## src/rtl/riscv_pkg.sv

```systemverilog
// ============================================================================
// Module   : riscv_pkg
// Purpose  : Opcodes, FSM states and datapath mux encodings for mcycle_ctrl.
// Revision : 1.0
// ============================================================================
`default_nettype none

package riscv_pkg;

  localparam logic [6:0] OP_LOAD   = 7'b0000011;
  localparam logic [6:0] OP_STORE  = 7'b0100011;
  localparam logic [6:0] OP_R      = 7'b0110011;
  localparam logic [6:0] OP_I      = 7'b0010011;
  localparam logic [6:0] OP_BRANCH = 7'b1100011;
  localparam logic [6:0] OP_JAL    = 7'b1101111;
  localparam logic [6:0] OP_JALR   = 7'b1100111;
  localparam logic [6:0] OP_LUI    = 7'b0110111;

  typedef enum logic [3:0] {
    S_FETCH, S_DECODE, S_MEMADR, S_MEMRD, S_MEMWB, S_MEMWR, S_EXECR,
    S_EXECI, S_ALUWB, S_BRANCH, S_JAL, S_JALR, S_LUI, S_TRAP
  } state_t;

  typedef enum logic [1:0] {SRCA_PC = 2'd0, SRCA_OLDPC = 2'd1, SRCA_RD1 = 2'd2, SRCA_ZERO = 2'd3} srca_t;
  typedef enum logic [1:0] {SRCB_RD2 = 2'd0, SRCB_IMM = 2'd1, SRCB_FOUR = 2'd2} srcb_t;
  typedef enum logic [1:0] {RES_ALUOUT = 2'd0, RES_READDATA = 2'd1, RES_ALURESULT = 2'd2} res_t;
  typedef enum logic [2:0] {IMM_I = 3'd0, IMM_S = 3'd1, IMM_B = 3'd2, IMM_U = 3'd3, IMM_J = 3'd4} imm_t;
  typedef enum logic [1:0] {ALUOP_ADD = 2'd0, ALUOP_SUB = 2'd1, ALUOP_FUNCT = 2'd2} aluop_t;

  // funct3 010/011 are unassigned branch encodings and must trap.
  function automatic logic branch_legal(input logic [2:0] funct3);
    return funct3[2:1] != 2'b01;
  endfunction

  function automatic logic branch_taken(input logic [2:0] funct3, input logic zero,
                                        input logic neg, input logic ult);
    logic cond;
    case (funct3[2:1])
      2'b00:   cond = zero;
      2'b10:   cond = neg;
      2'b11:   cond = ult;
      default: cond = 1'b0;
    endcase
    return branch_legal(funct3) && (cond ^ funct3[0]);
  endfunction

endpackage

`default_nettype wire

```

## src/rtl/mcycle_ctrl_if.sv

```systemverilog
// ============================================================================
// Module   : mcycle_ctrl_if
// Purpose  : Decode inputs, memory handshake and datapath controls.
// Revision : 1.0
// ============================================================================
`default_nettype none

interface mcycle_ctrl_if;
  logic [6:0] opcode;
  logic [2:0] funct3;
  logic       ZeroFlag;
  logic       NegativeFlag;
  logic       UnsignedLess;
  logic       mem_ready;
  logic       MemReq;
  logic       MemWrite;
  logic       AdrSrc;
  logic       IRWrite;
  logic       PCWrite;
  logic       RegWrite;
  logic [1:0] ALUSrcA;
  logic [1:0] ALUSrcB;
  logic [1:0] ResultSrc;
  logic [2:0] ImmSrc;
  logic [1:0] ALUop;

  modport master (
    input  opcode, funct3, ZeroFlag, NegativeFlag, UnsignedLess, mem_ready,
    output MemReq, MemWrite, AdrSrc, IRWrite, PCWrite, RegWrite,
           ALUSrcA, ALUSrcB, ResultSrc, ImmSrc, ALUop
  );

  modport slave (
    output opcode, funct3, ZeroFlag, NegativeFlag, UnsignedLess, mem_ready,
    input  MemReq, MemWrite, AdrSrc, IRWrite, PCWrite, RegWrite,
           ALUSrcA, ALUSrcB, ResultSrc, ImmSrc, ALUop
  );
endinterface

`default_nettype wire

```

## src/rtl/perf_counters.sv

```systemverilog
// ============================================================================
// Module   : perf_counters
// Purpose  : Free-running cycle and retired-instruction counters.
// Revision : 1.0
// ============================================================================
`default_nettype none

module perf_counters #(
  parameter int CNT_WIDTH = 32
) (
  input  wire logic                 clk,
  input  wire logic                 rst,
  input  wire logic                 cycle_en,
  input  wire logic                 instret_en,
  output logic     [CNT_WIDTH-1:0]  cycle_cnt,
  output logic     [CNT_WIDTH-1:0]  instret_cnt
);

  localparam logic [CNT_WIDTH-1:0] CNT_ONE = 1;

  always_ff @(posedge clk) begin
    if (!rst) begin
      cycle_cnt   <= '0;
      instret_cnt <= '0;
    end else begin
      if (cycle_en)   cycle_cnt   <= cycle_cnt + CNT_ONE;
      if (instret_en) instret_cnt <= instret_cnt + CNT_ONE;
    end
  end

endmodule

`default_nettype wire

```

## src/rtl/mcycle_ctrl.sv

```systemverilog
// ============================================================================
// Module   : mcycle_ctrl
// Purpose  : Multicycle RV32 control FSM with sticky trap and perf counters.
// Revision : 1.0
// ============================================================================
`default_nettype none

module mcycle_ctrl
  import riscv_pkg::*;
#(
  parameter int DATA_WIDTH  = 32,
  parameter int CNT_WIDTH   = 32,
  parameter bit MEM_WAIT_EN = 1'b1
) (
  input  wire logic                 clk,
  input  wire logic                 rst,
  mcycle_ctrl_if.master             bus,
  output logic                      trap,
  output logic     [CNT_WIDTH-1:0]  cycle_cnt,
  output logic     [CNT_WIDTH-1:0]  instret_cnt
);

  state_t state, next_state;
  logic   ready;
  logic   instret_en;

  if (DATA_WIDTH < 1) begin : g_bad_width
    $error("mcycle_ctrl: DATA_WIDTH must be positive");
  end

  if (MEM_WAIT_EN) begin : g_mem_wait
    assign ready = bus.mem_ready;
  end else begin : g_no_wait
    assign ready = 1'b1;
  end

  always_ff @(posedge clk) begin
    if (!rst) state <= S_FETCH;
    else      state <= next_state;
  end

  always_comb begin
    next_state = state;
    case (state)
      S_FETCH:  if (ready) next_state = S_DECODE;
      S_DECODE: begin
        case (bus.opcode)
          OP_LOAD, OP_STORE: next_state = S_MEMADR;
          OP_R:              next_state = S_EXECR;
          OP_I:              next_state = S_EXECI;
          OP_BRANCH:         next_state = S_BRANCH;
          OP_JAL:            next_state = S_JAL;
          OP_JALR:           next_state = S_JALR;
          OP_LUI:            next_state = S_LUI;
          default:           next_state = S_TRAP;
        endcase
      end
      S_MEMADR: next_state = (bus.opcode == OP_STORE) ? S_MEMWR : S_MEMRD;
      S_MEMRD:  if (ready) next_state = S_MEMWB;
      S_MEMWB:  next_state = S_FETCH;
      S_MEMWR:  if (ready) next_state = S_FETCH;
      S_EXECR, S_EXECI, S_JAL, S_JALR, S_LUI: next_state = S_ALUWB;
      S_ALUWB:  next_state = S_FETCH;
      S_BRANCH: next_state = branch_legal(bus.funct3) ? S_FETCH : S_TRAP;
      S_TRAP:   next_state = S_TRAP;
      default:  next_state = S_FETCH;
    endcase
  end

  always_comb begin
    bus.MemReq    = 1'b0;
    bus.MemWrite  = 1'b0;
    bus.AdrSrc    = 1'b0;
    bus.IRWrite   = 1'b0;
    bus.PCWrite   = 1'b0;
    bus.RegWrite  = 1'b0;
    bus.ALUSrcA   = SRCA_PC;
    bus.ALUSrcB   = SRCB_RD2;
    bus.ResultSrc = RES_ALUOUT;
    bus.ImmSrc    = IMM_I;
    bus.ALUop     = ALUOP_ADD;
    case (state)
      S_FETCH: begin
        bus.MemReq    = 1'b1;
        bus.IRWrite   = ready;
        bus.PCWrite   = ready;
        bus.ALUSrcB   = SRCB_FOUR;
        bus.ResultSrc = RES_ALURESULT;
      end
      S_DECODE: begin
        bus.ALUSrcA = SRCA_OLDPC;
        bus.ALUSrcB = SRCB_IMM;
        bus.ImmSrc  = (bus.opcode == OP_JAL) ? IMM_J : IMM_B;
      end
      S_MEMADR: begin
        bus.ALUSrcA = SRCA_RD1;
        bus.ALUSrcB = SRCB_IMM;
        bus.ImmSrc  = (bus.opcode == OP_STORE) ? IMM_S : IMM_I;
      end
      S_MEMRD: begin
        bus.MemReq = 1'b1;
        bus.AdrSrc = 1'b1;
      end
      S_MEMWB: begin
        bus.RegWrite  = 1'b1;
        bus.ResultSrc = RES_READDATA;
      end
      S_MEMWR: begin
        bus.MemReq   = 1'b1;
        bus.MemWrite = 1'b1;
        bus.AdrSrc   = 1'b1;
      end
      S_EXECR: begin
        bus.ALUSrcA = SRCA_RD1;
        bus.ALUop   = ALUOP_FUNCT;
      end
      S_EXECI: begin
        bus.ALUSrcA = SRCA_RD1;
        bus.ALUSrcB = SRCB_IMM;
        bus.ALUop   = ALUOP_FUNCT;
      end
      S_ALUWB: bus.RegWrite = 1'b1;
      S_BRANCH: begin
        bus.ALUSrcA = SRCA_RD1;
        bus.ALUop   = ALUOP_SUB;
        bus.PCWrite = branch_taken(bus.funct3, bus.ZeroFlag, bus.NegativeFlag, bus.UnsignedLess);
      end
      S_JAL: begin
        // ALU out already holds the target from DECODE; ALU computes the link.
        bus.PCWrite = 1'b1;
        bus.ALUSrcA = SRCA_OLDPC;
        bus.ALUSrcB = SRCB_FOUR;
      end
      S_JALR: begin
        bus.PCWrite   = 1'b1;
        bus.ALUSrcA   = SRCA_RD1;
        bus.ALUSrcB   = SRCB_IMM;
        bus.ResultSrc = RES_ALURESULT;
      end
      S_LUI: begin
        bus.ALUSrcA = SRCA_ZERO;
        bus.ALUSrcB = SRCB_IMM;
        bus.ImmSrc  = IMM_U;
      end
      default: ;
    endcase
    // A reset cycle abandons any in-flight access without side effects.
    if (!rst) begin
      bus.MemReq   = 1'b0;
      bus.MemWrite = 1'b0;
      bus.IRWrite  = 1'b0;
      bus.PCWrite  = 1'b0;
      bus.RegWrite = 1'b0;
    end
  end

  assign trap = (state == S_TRAP);

  assign instret_en = (state == S_MEMWB) || (state == S_ALUWB) ||
                      ((state == S_MEMWR) && ready) ||
                      ((state == S_BRANCH) && branch_legal(bus.funct3));

  perf_counters #(.CNT_WIDTH(CNT_WIDTH)) u_perf (
    .clk         (clk),
    .rst         (rst),
    .cycle_en    (state != S_TRAP),
    .instret_en  (instret_en),
    .cycle_cnt   (cycle_cnt),
    .instret_cnt (instret_cnt)
  );

endmodule

`default_nettype wire

```

## src/flat_wrapper.sv

```systemverilog
// flat-port wrapper written by rule: the top's interface ports become plain ports
module mcycle_ctrl_flat import riscv_pkg::*;
#(
  parameter int DATA_WIDTH  = 32,
  parameter int CNT_WIDTH   = 32,
  parameter bit MEM_WAIT_EN = 1'b1
)
  (clk, rst, trap, cycle_cnt, instret_cnt, bus_opcode, bus_funct3, bus_ZeroFlag, bus_NegativeFlag, bus_UnsignedLess, bus_mem_ready, bus_MemReq, bus_MemWrite, bus_AdrSrc, bus_IRWrite, bus_PCWrite, bus_RegWrite, bus_ALUSrcA, bus_ALUSrcB, bus_ResultSrc, bus_ImmSrc, bus_ALUop);
  mcycle_ctrl_if bus_i ();
  input  wire logic clk;
  input  wire logic rst;
  output logic trap;
  output logic     [CNT_WIDTH-1:0] cycle_cnt;
  output logic     [CNT_WIDTH-1:0] instret_cnt;
  input wire logic [$bits(bus_i.opcode)-1:0] bus_opcode;
  input wire logic [$bits(bus_i.funct3)-1:0] bus_funct3;
  input wire logic [$bits(bus_i.ZeroFlag)-1:0] bus_ZeroFlag;
  input wire logic [$bits(bus_i.NegativeFlag)-1:0] bus_NegativeFlag;
  input wire logic [$bits(bus_i.UnsignedLess)-1:0] bus_UnsignedLess;
  input wire logic [$bits(bus_i.mem_ready)-1:0] bus_mem_ready;
  output wire logic [$bits(bus_i.MemReq)-1:0] bus_MemReq;
  output wire logic [$bits(bus_i.MemWrite)-1:0] bus_MemWrite;
  output wire logic [$bits(bus_i.AdrSrc)-1:0] bus_AdrSrc;
  output wire logic [$bits(bus_i.IRWrite)-1:0] bus_IRWrite;
  output wire logic [$bits(bus_i.PCWrite)-1:0] bus_PCWrite;
  output wire logic [$bits(bus_i.RegWrite)-1:0] bus_RegWrite;
  output wire logic [$bits(bus_i.ALUSrcA)-1:0] bus_ALUSrcA;
  output wire logic [$bits(bus_i.ALUSrcB)-1:0] bus_ALUSrcB;
  output wire logic [$bits(bus_i.ResultSrc)-1:0] bus_ResultSrc;
  output wire logic [$bits(bus_i.ImmSrc)-1:0] bus_ImmSrc;
  output wire logic [$bits(bus_i.ALUop)-1:0] bus_ALUop;
  assign bus_i.opcode = bus_opcode;
  assign bus_i.funct3 = bus_funct3;
  assign bus_i.ZeroFlag = bus_ZeroFlag;
  assign bus_i.NegativeFlag = bus_NegativeFlag;
  assign bus_i.UnsignedLess = bus_UnsignedLess;
  assign bus_i.mem_ready = bus_mem_ready;
  assign bus_MemReq = bus_i.MemReq;
  assign bus_MemWrite = bus_i.MemWrite;
  assign bus_AdrSrc = bus_i.AdrSrc;
  assign bus_IRWrite = bus_i.IRWrite;
  assign bus_PCWrite = bus_i.PCWrite;
  assign bus_RegWrite = bus_i.RegWrite;
  assign bus_ALUSrcA = bus_i.ALUSrcA;
  assign bus_ALUSrcB = bus_i.ALUSrcB;
  assign bus_ResultSrc = bus_i.ResultSrc;
  assign bus_ImmSrc = bus_i.ImmSrc;
  assign bus_ALUop = bus_i.ALUop;
  mcycle_ctrl #(.DATA_WIDTH(DATA_WIDTH), .CNT_WIDTH(CNT_WIDTH), .MEM_WAIT_EN(MEM_WAIT_EN)) u_core (.clk(clk), .rst(rst), .bus(bus_i), .trap(trap), .cycle_cnt(cycle_cnt), .instret_cnt(instret_cnt));
endmodule
```

## config.mk

```make
export PLATFORM = sky130hd
export DESIGN_NAME = mcycle_ctrl_flat
export DESIGN_NICKNAME = d
export VERILOG_FILES = /design/src/rtl/riscv_pkg.sv /design/src/rtl/mcycle_ctrl_if.sv /design/src/rtl/perf_counters.sv /design/src/rtl/mcycle_ctrl.sv /design/src/flat_wrapper.sv
export SDC_FILE = /design/constraint.sdc
export NUM_CORES = 1
export LEC_CHECK = 0
export ABC_CLOCK_PERIOD_IN_PS = 1800
export CAP_MARGIN = 20
export CORE_AREA = 4 4 98 100
export DETAILED_ROUTE_END_ITERATION = 10
export DIE_AREA = 0 0 102 104
export HOLD_SLACK_MARGIN = 0.1
export PLACE_DENSITY = 0.79
export SYNTH_ARGS = -nofsm -noshare
export SYNTH_HDL_FRONTEND = slang
export SYNTH_SLANG_ARGS = --single-unit
```

## constraint.sdc

```tcl
create_clock -name clk -period 1.8 [get_ports clk]
set_input_delay 0.27 -clock clk [delete_from_list [all_inputs] [get_ports clk]]
set_output_delay 0.27 -clock clk [all_outputs]
set_load 0.1 [all_outputs]
```

# Word level (Yosys, flattened, before mapping)
# Index checks and enable logic that the tools add are counted.
# W data, S select, Z words.
# word_totals
reg_bits	68
input_bits	16
output_inout_bits	82
wordCells	82
# classes
add_sub_neg	2
n_eq_ne	28
n_mux	27
n_bitwise	1
reduce_logical	21
# op_table
op	n
$add A32 B1 Y32 const B	2
$pmux W4 S8	1
$pmux W4 S7	1
$eq A4 B4 Y1 const B	6
$eq A7 B6 Y1 const B	3
$eq A7 B7 Y1 const B	3
$eq A4 B3 Y1 const B	4
$mux W4	4
$reduce_or A2 Y1	8
$reduce_or A5 Y1	3
$mux W1	12
$pmux W2 S2	3
$pmux W3 S3	1
$eq A4 B2 Y1 const B	2
$eq A7 B2 Y1 const B	1
$eq A7 B5 Y1 const B	1
$mux W3	2
$ne A2 B2 Y1 const B	3
$pmux W1 S3	2
$pmux W2 S3	1
$eq A2 B2 Y1 const B	2
$eq A4 B1 Y1 const B	1
$logic_not A4 Y1	1
$ne A4 B4 Y1 const B	1
7 further kinds	11

# Depth between registers and ports, before layout
# Gate-level depths: netlist of the first run.
# logic_depth
word_depth	7
mapped_depth	8
depth_no_buf	6

# By module
# Synthesis of the first run repeated with hierarchy kept, for this count alone.
# unflattened
hier_cells	479
hier_area_um2	3858.7
# modules_own_cells
module	instances	cells_per_inst	area_per_inst_um2	seq_area_each_um2
perf_counters	1	351	3061.7	1281.2
mcycle_ctrl	1	128	797.0	80.1

# Least setup slack after synthesis of the first run
# Ideal clock, no wire load.
# synth_path
path_kind	flip-flop to output port
start	register u_core.state[3]
end	output bus_ALUSrcB[1]
arrival_time_ns	3.831
required_time_ns	1.530
path_slack_ns	-2.301
stages_incl_launch_ff	5
path_buffers	2
path_cell_list	dfxtp_1 clkbuf_1 buf_1 nor2_1 nor4_1
# synth_via
elab_chain_len	3
elab_cells_between_ends	10
classes_between	eq/ne: 6; mux: 1; reduce/logical: 3
# synth_lines
element	line	text
start, declared	mcycle_ctrl.sv:23	state_t state, next_state;
start signal, assigned	mcycle_ctrl.sv:39	else state <= next_state;
$eq A4 B4 Y1 (tied with other cells)	mcycle_ctrl.sv:82	case (state)
$reduce_or A5 Y1 (no source line) / $reduce_or A2 Y1 (equally long branches)	n/a	
$pmux W2 S2 (*)	mcycle_ctrl.sv:82	
end, declared	flat_wrapper.sv:28	output wire logic [$bits(bus_i.ALUSrcB)-1:0] bus_ALUSrcB;
# Every way passes the cells marked *; elsewhere a longest branch is shown, timed or not.

# Final worst setup path of the first run
# layout_path
start	register u_core.state[2]
end	output bus_PCWrite
# layout_via
elab_chain_len	4
elab_cells_between_ends	7
classes_between	eq/ne: 3; mux: 2; reduce/logical: 2
# layout_lines
element	line	text
$eq A4 B4 Y1	mcycle_ctrl.sv:82	
$reduce_or A2 Y1 (no source line)	n/a	
$pmux W1 S3 (*)	mcycle_ctrl.sv:82	
$mux W1 (*)	mcycle_ctrl.sv:148	if (!rst) begin
end, declared	flat_wrapper.sv:25	output wire logic [$bits(bus_i.PCWrite)-1:0] bus_PCWrite;
# Marked as above.

==> results of run 1 <==
power by group through the flow:
stage	Clock, mW	Sequential [mW]	Combinational [mW]
2_1_floorplan	0	1.63	0.871
3_3_place_gp	0	1.56	1.37
3_5_place_dp	0	1.56	1.38
4_1_cts	1.24	1.52	1.49
5_1_grt	1.30	1.53	1.67
6_report	1.20	1.52	1.60
cell type report:
class	count	area share, %
well taps	108	2.148
inverters	7	0.5967
clock buffers	11	2.088
multi-input cells	361	41.09
flip-flops and latches	68	24.76
repair buffers	166	28.48
clock inverters	5	0.8353
cells by family (layout without fill, tap and decap cells):
logic type / count (synthesis) / after routing / share of synthesized area (%)
AND/OR/NAND/NOR: 245 / 245 / 35.65
flip-flops: 68 / 68 / 36.52
XOR/XNOR: 57 / 57 / 13.39
AO/OA/AOI/OAI: 55 / 55 / 9.098
buffers and inverters: 39 / 189 / 4.095
adder cells (fa/ha/maj): 2 / 2 / 0.6713
multiplexers: 2 / 2 / 0.5707
state kept, by name, summed over array words and instances (netlist names):
signal / flops
u_core.u_perf.cycle_cnt: 32
u_core.u_perf.instret_cnt: 32
u_core.state: 4
metrics by stage:
step	hold WS, ps	total power, mW	area, um2	setup slack [ps]
final	496.7	4.324	6291	-113.1
after detailed placement	479.7	2.944	5732	-365.3
after CTS	493.5	4.253	6127	-121.9
after global routing	521.5	4.497	6291	-196.0
after floorplan	415.8	2.498	4275	-266.3
after global placement	467.2	2.926	5732	-358.7
synth_stat cells, types with 2 or more instances:
cell type	n	share of area [%]
buf_2	4	0.54
ha_1	2	0.67
a211oi_1	2	0.40
buf_1	4	0.40
nand3b_1	3	0.60
a21oi_1	24	3.2
xnor2_1	13	3.1
a21o_1	2	0.40
nand4_1	31	5.2
nand2_1	25	2.5
o21ai_0	9	1.2
nor4b_1	2	0.47
or3_1	7	1.2
xor2_1	44	10
nor2_1	77	7.8
and4_1	8	1.9
o31ai_1	5	1.0
nor4_1	6	1.0
nor3_1	15	2.0
clkbuf_1	23	2.3
dfxtp_1	68	37
nand2b_1	3	0.50
and2_1	11	1.8
and3_1	15	2.5
inv_1	6	0.60
nor2b_1	3	0.50
or4_1	4	0.81
nand3_1	23	3.1
worst min path at each step:
| stage | start | endpoint | slack, ps | cells past startpoint |
|---|---|---|---|---|
| after floorplan | rst | u_core.state[2]$_SDFFE_PN0P_ | 420 | 1 |
| after global placement | u_core.u_perf.cycle_cnt[31]$_SDFFE_PN0N_ | u_core.u_perf.cycle_cnt[31]$_SDFFE_PN0N_ | 470 | 2 |
| after detailed placement | u_core.u_perf.instret_cnt[26]$_SDFFE_PN0P_ | u_core.u_perf.instret_cnt[26]$_SDFFE_PN0P_ | 480 | 2 |
| after CTS | u_core.u_perf.instret_cnt[26]$_SDFFE_PN0P_ | u_core.u_perf.instret_cnt[26]$_SDFFE_PN0P_ | 490 | 2 |
| after global routing | u_core.u_perf.instret_cnt[26]$_SDFFE_PN0P_ | u_core.u_perf.instret_cnt[26]$_SDFFE_PN0P_ | 520 | 2 |
| final | u_core.u_perf.cycle_cnt[29]$_SDFFE_PN0N_ | u_core.u_perf.cycle_cnt[29]$_SDFFE_PN0N_ | 500 | 2 |
timing repair:
item,CTS,global route
gates resized for setup,38,23
pin swaps,14,8
endpoints found under the setup margin,18,22
buffers inserted,12,9
worst max-delay path: stages, from the launching register on:
cell and delay [ps]:
dfxtp_4 370, buf_12 130, nor2b_4 130, a31oi_1 100, a31o_4 230, nor3_4 150, buf_12 200
metal layers:
layer	up-vias	wire, um	global-route usage [%]
met3	19	698	5.298
met4	0	182	6.279
met1	1948	4736	26.27
met2	142	5775	36.26
li1	1962	-	-
met5	-	0	0
==> impl_metrics.py, run 1 <==
metrics = {
    "status": {
        "outcome": "finished, violations left",
        "violations": "setup timing",
    },
    "synthesis": {
        "synth_edf_count": 0,
        "synth-seq-cells": 68,
        "yosysSeqAreaShare_pct": 36.52,
        "yosysWarnings": 0,
        "synth.net_count": 486,
        "synthCells": 468,
        "syn-cell-area_mm2": 0.003727,
        "synth_cell_type_count": 57,
        "async_reset_ff_share_pct": 0,
        "synthFlopType": "dfxtp_1",
        "synth_area_per_cell_um2": 7.964,
    },
    "power": {
        "power.internal_mw": 2.755,
        "pwr-share-clk_pct": 27.8,
        "p_leak_nw": 2.536,
        "seqPwrFrac_pct": 35.2,
        "net-switching-power_mw": 1.569,
        "combPwrFrac_pct": 37.0,
        "power_density_mw_per_mm2": 687.4,
        "ir_worst_vdd_mv": 0.3677,
        "p_sw_share_pct": 36.28,
    },
    "timing": {
        "maxSlewViolCount": 0,
        "tightest_slew_ps": 458.9,
        "timing.fmax_mhz": 522.7,
        "timing.final.crit_period_ps": 1913,
        "rsz0062_at_grt": "yes",
        "final_hold_viol_count": 0,
        "clock_skew_ps": 8.135,
        "relSlewSlack_pct": 69.32,
        "setup_viol": 11,
        "setup_slack_ps": -113.1,
        "fin_crit_sh_pct": 106.3,
        "tns_ps": -509.7,
    },
    "routing": {
        "dr.pass1.iters": 4,
        "drt-total-wl_um": 11390,
        "wl_per_cell_um": 15.69,
        "routed-via-count": 4071,
        "detail-route-antenna-nets": 0,
        "via_per_inst": 5.607,
        "drcViolationCount": 0,
        "drt-initial-drc-count": 263,
    },
    "worst_hold_path": {
        "hold_class": "reg2reg",
    },
    "setup_path": {
        "path_class": "reg2out",
        "r2r_end": "u_core.u_perf.instret_cnt[8]$_SDFFE_PN0P_",
        "crit_arrival_ps": 1640,
        "end_kind": "output pin",
        "worstSetupEndpoint": "bus_PCWrite",
        "worstSetupStartpoint": "u_core.state[2]$_SDFFE_PN0P_",
        "worst_setup_path_start_kind": "register",
        "critPathMaxFanout": 5,
        "reg2reg_depth": 7,
        "rr_startpoint": "u_core.state[3]$_SDFFE_PN0P_",
        "rrSetupSlack_ps": 70,
        "crit_required_ps": 1530,
    },
    "placement": {
        "buffer_ports.inserted": 97,
        "place.gp.congestion": 0.8614,
        "dp.cells": 690,
        "hpwl_um": 7861,
    },
    "final_layout": {
        "final_cell_mix": "buf_4, nor2_1, dfxtp_4",
        "fill_cells": 608,
        "drive_gt1_share_pct": 46.28,
        "multi_input_area_mm2": 0.002585,
        "post-route-util_pct": 72.49,
        "final_common_cell": "buf_4",
        "final_cells": 726,
        "seqCellArea_mm2": 0.001558,
        "antennaDiodeCount": 0,
        "nNetsFinal": 631,
        "syn2layout_area_growth_pct": 68.78,
    },
    "clock_network": {
        "cts_num_sinks": 68,
        "path_clk_slew_ps": 70,
        "cts_tree": "done",
        "clkLatencyLatePin_ps": 340,
        "cts_max_level": 3,
        "clockBufferDepth": 2,
        "hold_buffers": 0,
        "cts_root_buffer": "clkbuf_8",
        "numCtsBuffers": 9,
    },
    "grt": {
        "grt_max_degree": 35,
        "antenna_found_initial": 0,
        "grt_pass1_wl_um": 18800,
        "grt.overflow.total": 0,
        "grt_pass1_vias": 3874,
        "grt_use_total_pct": 21.33,
    },
    "die": {
        "die-area_mm2": 0.01061,
        "rows": 34,
        "pin_count": 98,
        "die_y_um": 104,
        "initial_core_util_pct": 42.95,
        "die_w_um": 102,
        "coreArea_mm2": 0.008678,
    },
    "flow_run": {
        "cap_violations": 0,
    },
}
Note: power is estimated with default switching activity, not from simulation.
==> run 2: changes to the inputs <==
Settings changed: PLACE_DENSITY 0.79 to 0.8.
==> impl_metrics.py, run 2 (synthesis gave the netlist of run 1 again) <==
metrics = {
    "clock_network": {
        "path_clk_slew_ps": 80,
        "numCtsBuffers": 9,
        "cts_root_buffer": "clkbuf_8",
        "cts_max_level": 3,
        "hold_buffers": 0,
        "cts_num_sinks": 68,
        "clockBufferDepth": 2,
        "clkLatencyLatePin_ps": 340,
        "cts_tree": "done",
    },
    "grt": {
        "grt_use_total_pct": 23.28,
        "grt_pass1_wl_um": 20480,
        "grt_max_degree": 68,
        "grt.overflow.total": 0,
        "antenna_found_initial": 0,
        "grt_pass1_vias": 4280,
    },
    "placement": {
        "dp.cells": 694,
        "buffer_ports.inserted": 97,
        "hpwl_um": 8428,
        "place_area_mm2": 0.005774,
        "place.gp.congestion": 0.9237,
    },
    "power": {
        "ir_worst_vdd_mv": 0.7345,
        "power_density_mw_per_mm2": 725.9,
        "p_leak_nw": 2.609,
    },
    "routing": {
        "wl_per_cell_um": 16.93,
        "drcViolationCount": 0,
        "routed-via-count": 4133,
        "drt-initial-drc-count": 153,
        "via_per_inst": 5.615,
        "drt-total-wl_um": 12460,
        "detail-route-antenna-nets": 0,
        "dr.pass1.iters": 5,
    },
    "timing": {
        "tns_ps": -953.8,
        "setup_viol": 14,
        "final_hold_viol_count": 0,
        "maxSlewViolCount": 0,
        "timing.fmax_mhz": 517.2,
        "setup_slack_ps": -133.5,
        "timing.final.crit_period_ps": 1934,
        "hold_ws_ps": 500.1,
        "tightest_slew_ps": 489.6,
        "relSlewSlack_pct": 67.27,
        "fin_crit_sh_pct": 107.4,
        "clock_skew_ps": 9.198,
        "rsz0062_at_grt": "yes",
    },
    "final_layout": {
        "fill_cells": 589,
        "seqCellArea_mm2": 0.001558,
        "drive_gt1_share_pct": 48.73,
        "final_cells": 736,
        "syn2layout_area_growth_pct": 72.94,
        "antennaDiodeCount": 0,
        "final_common_cell": "buf_4",
        "reg.largest.list": "u_core.u_perf.cycle_cnt: 32 flops, u_core.u_perf.instret_cnt: 32 flops, u_core.state: 4 flops",
        "nNetsFinal": 641,
        "final_cell_mix": "buf_4, nor2_1, dfxtp_4",
        "multi_input_area_mm2": 0.002614,
        "fin_area_mm2": 0.006446,
    },
    "die": {
        "pin_count": 98,
        "die_y_um": 104,
        "coreArea_mm2": 0.008678,
        "initial_core_util_pct": 42.95,
        "die-area_mm2": 0.01061,
        "die_w_um": 102,
        "rows": 34,
    },
    "setup_path": {
        "path_class": "reg2out",
        "critPathMaxFanout": 8,
        "crit_arrival_ps": 1660,
        "end_kind": "output pin",
        "crit_required_ps": 1530,
        "worst_setup_path_start_kind": "register",
    },
    "status": {
        "outcome": "finished, violations left",
        "violations": "setup timing",
    },
    "worst_hold_path": {
        "hold_class": "reg2reg",
    },
    "flow_run": {
        "cap_violations": 0,
    },
}
[run 2: cell types whose count changed in the layout (fill, tap and decap cells not counted), sizes merged]
cell,before,now
clkinvlp,1,2
dlymetal6s2s,2,1
buf,151,161
clkdlybuf4s50,6,4
clkbuf,11,9
bufinv,1,3
clkinv,4,3
dlygate4sd2,7,10
[run 2: what timing repair did]
item | CTS | global route
pin swaps | 22 | 6
cloned | 0 | 1
resized for setup | 51 | 20
setup endpoints to repair | 26 | 39
setup buffers | 19 | 6
[run 2: power breakdown]
group	switching [mW]	internal, mW
registers	0.0557	1.47
clock network	0.614	0.916
logic	0.971	0.651
[run 2: through the flow]
stage / setup slack, ps / power, mW / util, %
after floorplan: -266.3 / 2.498 / -
after global placement: -335.9 / 2.932 / 66.54
after detailed placement: -405.2 / 2.963 / 66.54
after CTS: -129.2 / 4.611 / 72.77
after global routing: -213.0 / 4.831 / 74.28
final: -133.5 / 4.680 / 74.28
[run 2: per-layer routing]
layer	share of wire, %	vias to the layer above	GRT usage [%]
met5	0	-	0
met4	2.1	0	8.247
met3	5.7	30	5.366
met2	53	160	39.83
met1	39	1977	28.07
li1	-	1966	-
[run 2: cell type report]
type	count	area share, %
Tap cell	108	2.096
Inverter	7	0.6211
Sequential cell	68	24.17
Clock buffer	9	1.922
Timing Repair Buffer	176	28.86
Multi-Input combinational cell	361	40.55
Clock inverter	7	1.786
[run 2: final timing paths]
check | start | to | slack [ps] | cells past startpoint
max | u_core.state[0]$_SDFFE_PN0P_ | bus_PCWrite | -130 | 5
min | u_core.u_perf.cycle_cnt[29]$_SDFFE_PN0N_ | u_core.u_perf.cycle_cnt[29]$_SDFFE_PN0N_ | 500 | 2
max reg2reg | u_core.state[1]$_SDFFE_PN0P_ | u_core.u_perf.instret_cnt[19]$_SDFFE_PN0P_ | 10 | 9
min reg2reg | u_core.u_perf.cycle_cnt[29]$_SDFFE_PN0N_ | u_core.u_perf.cycle_cnt[29]$_SDFFE_PN0N_ | 500 | 2
[run 2: worst max-delay path, stage by stage, from the launching register on]
cell and delay (ps):
dfxtp_4 430, nor2b_4 180, a31oi_1 110, a31o_4 260
nor3_4 150, buf_12 200
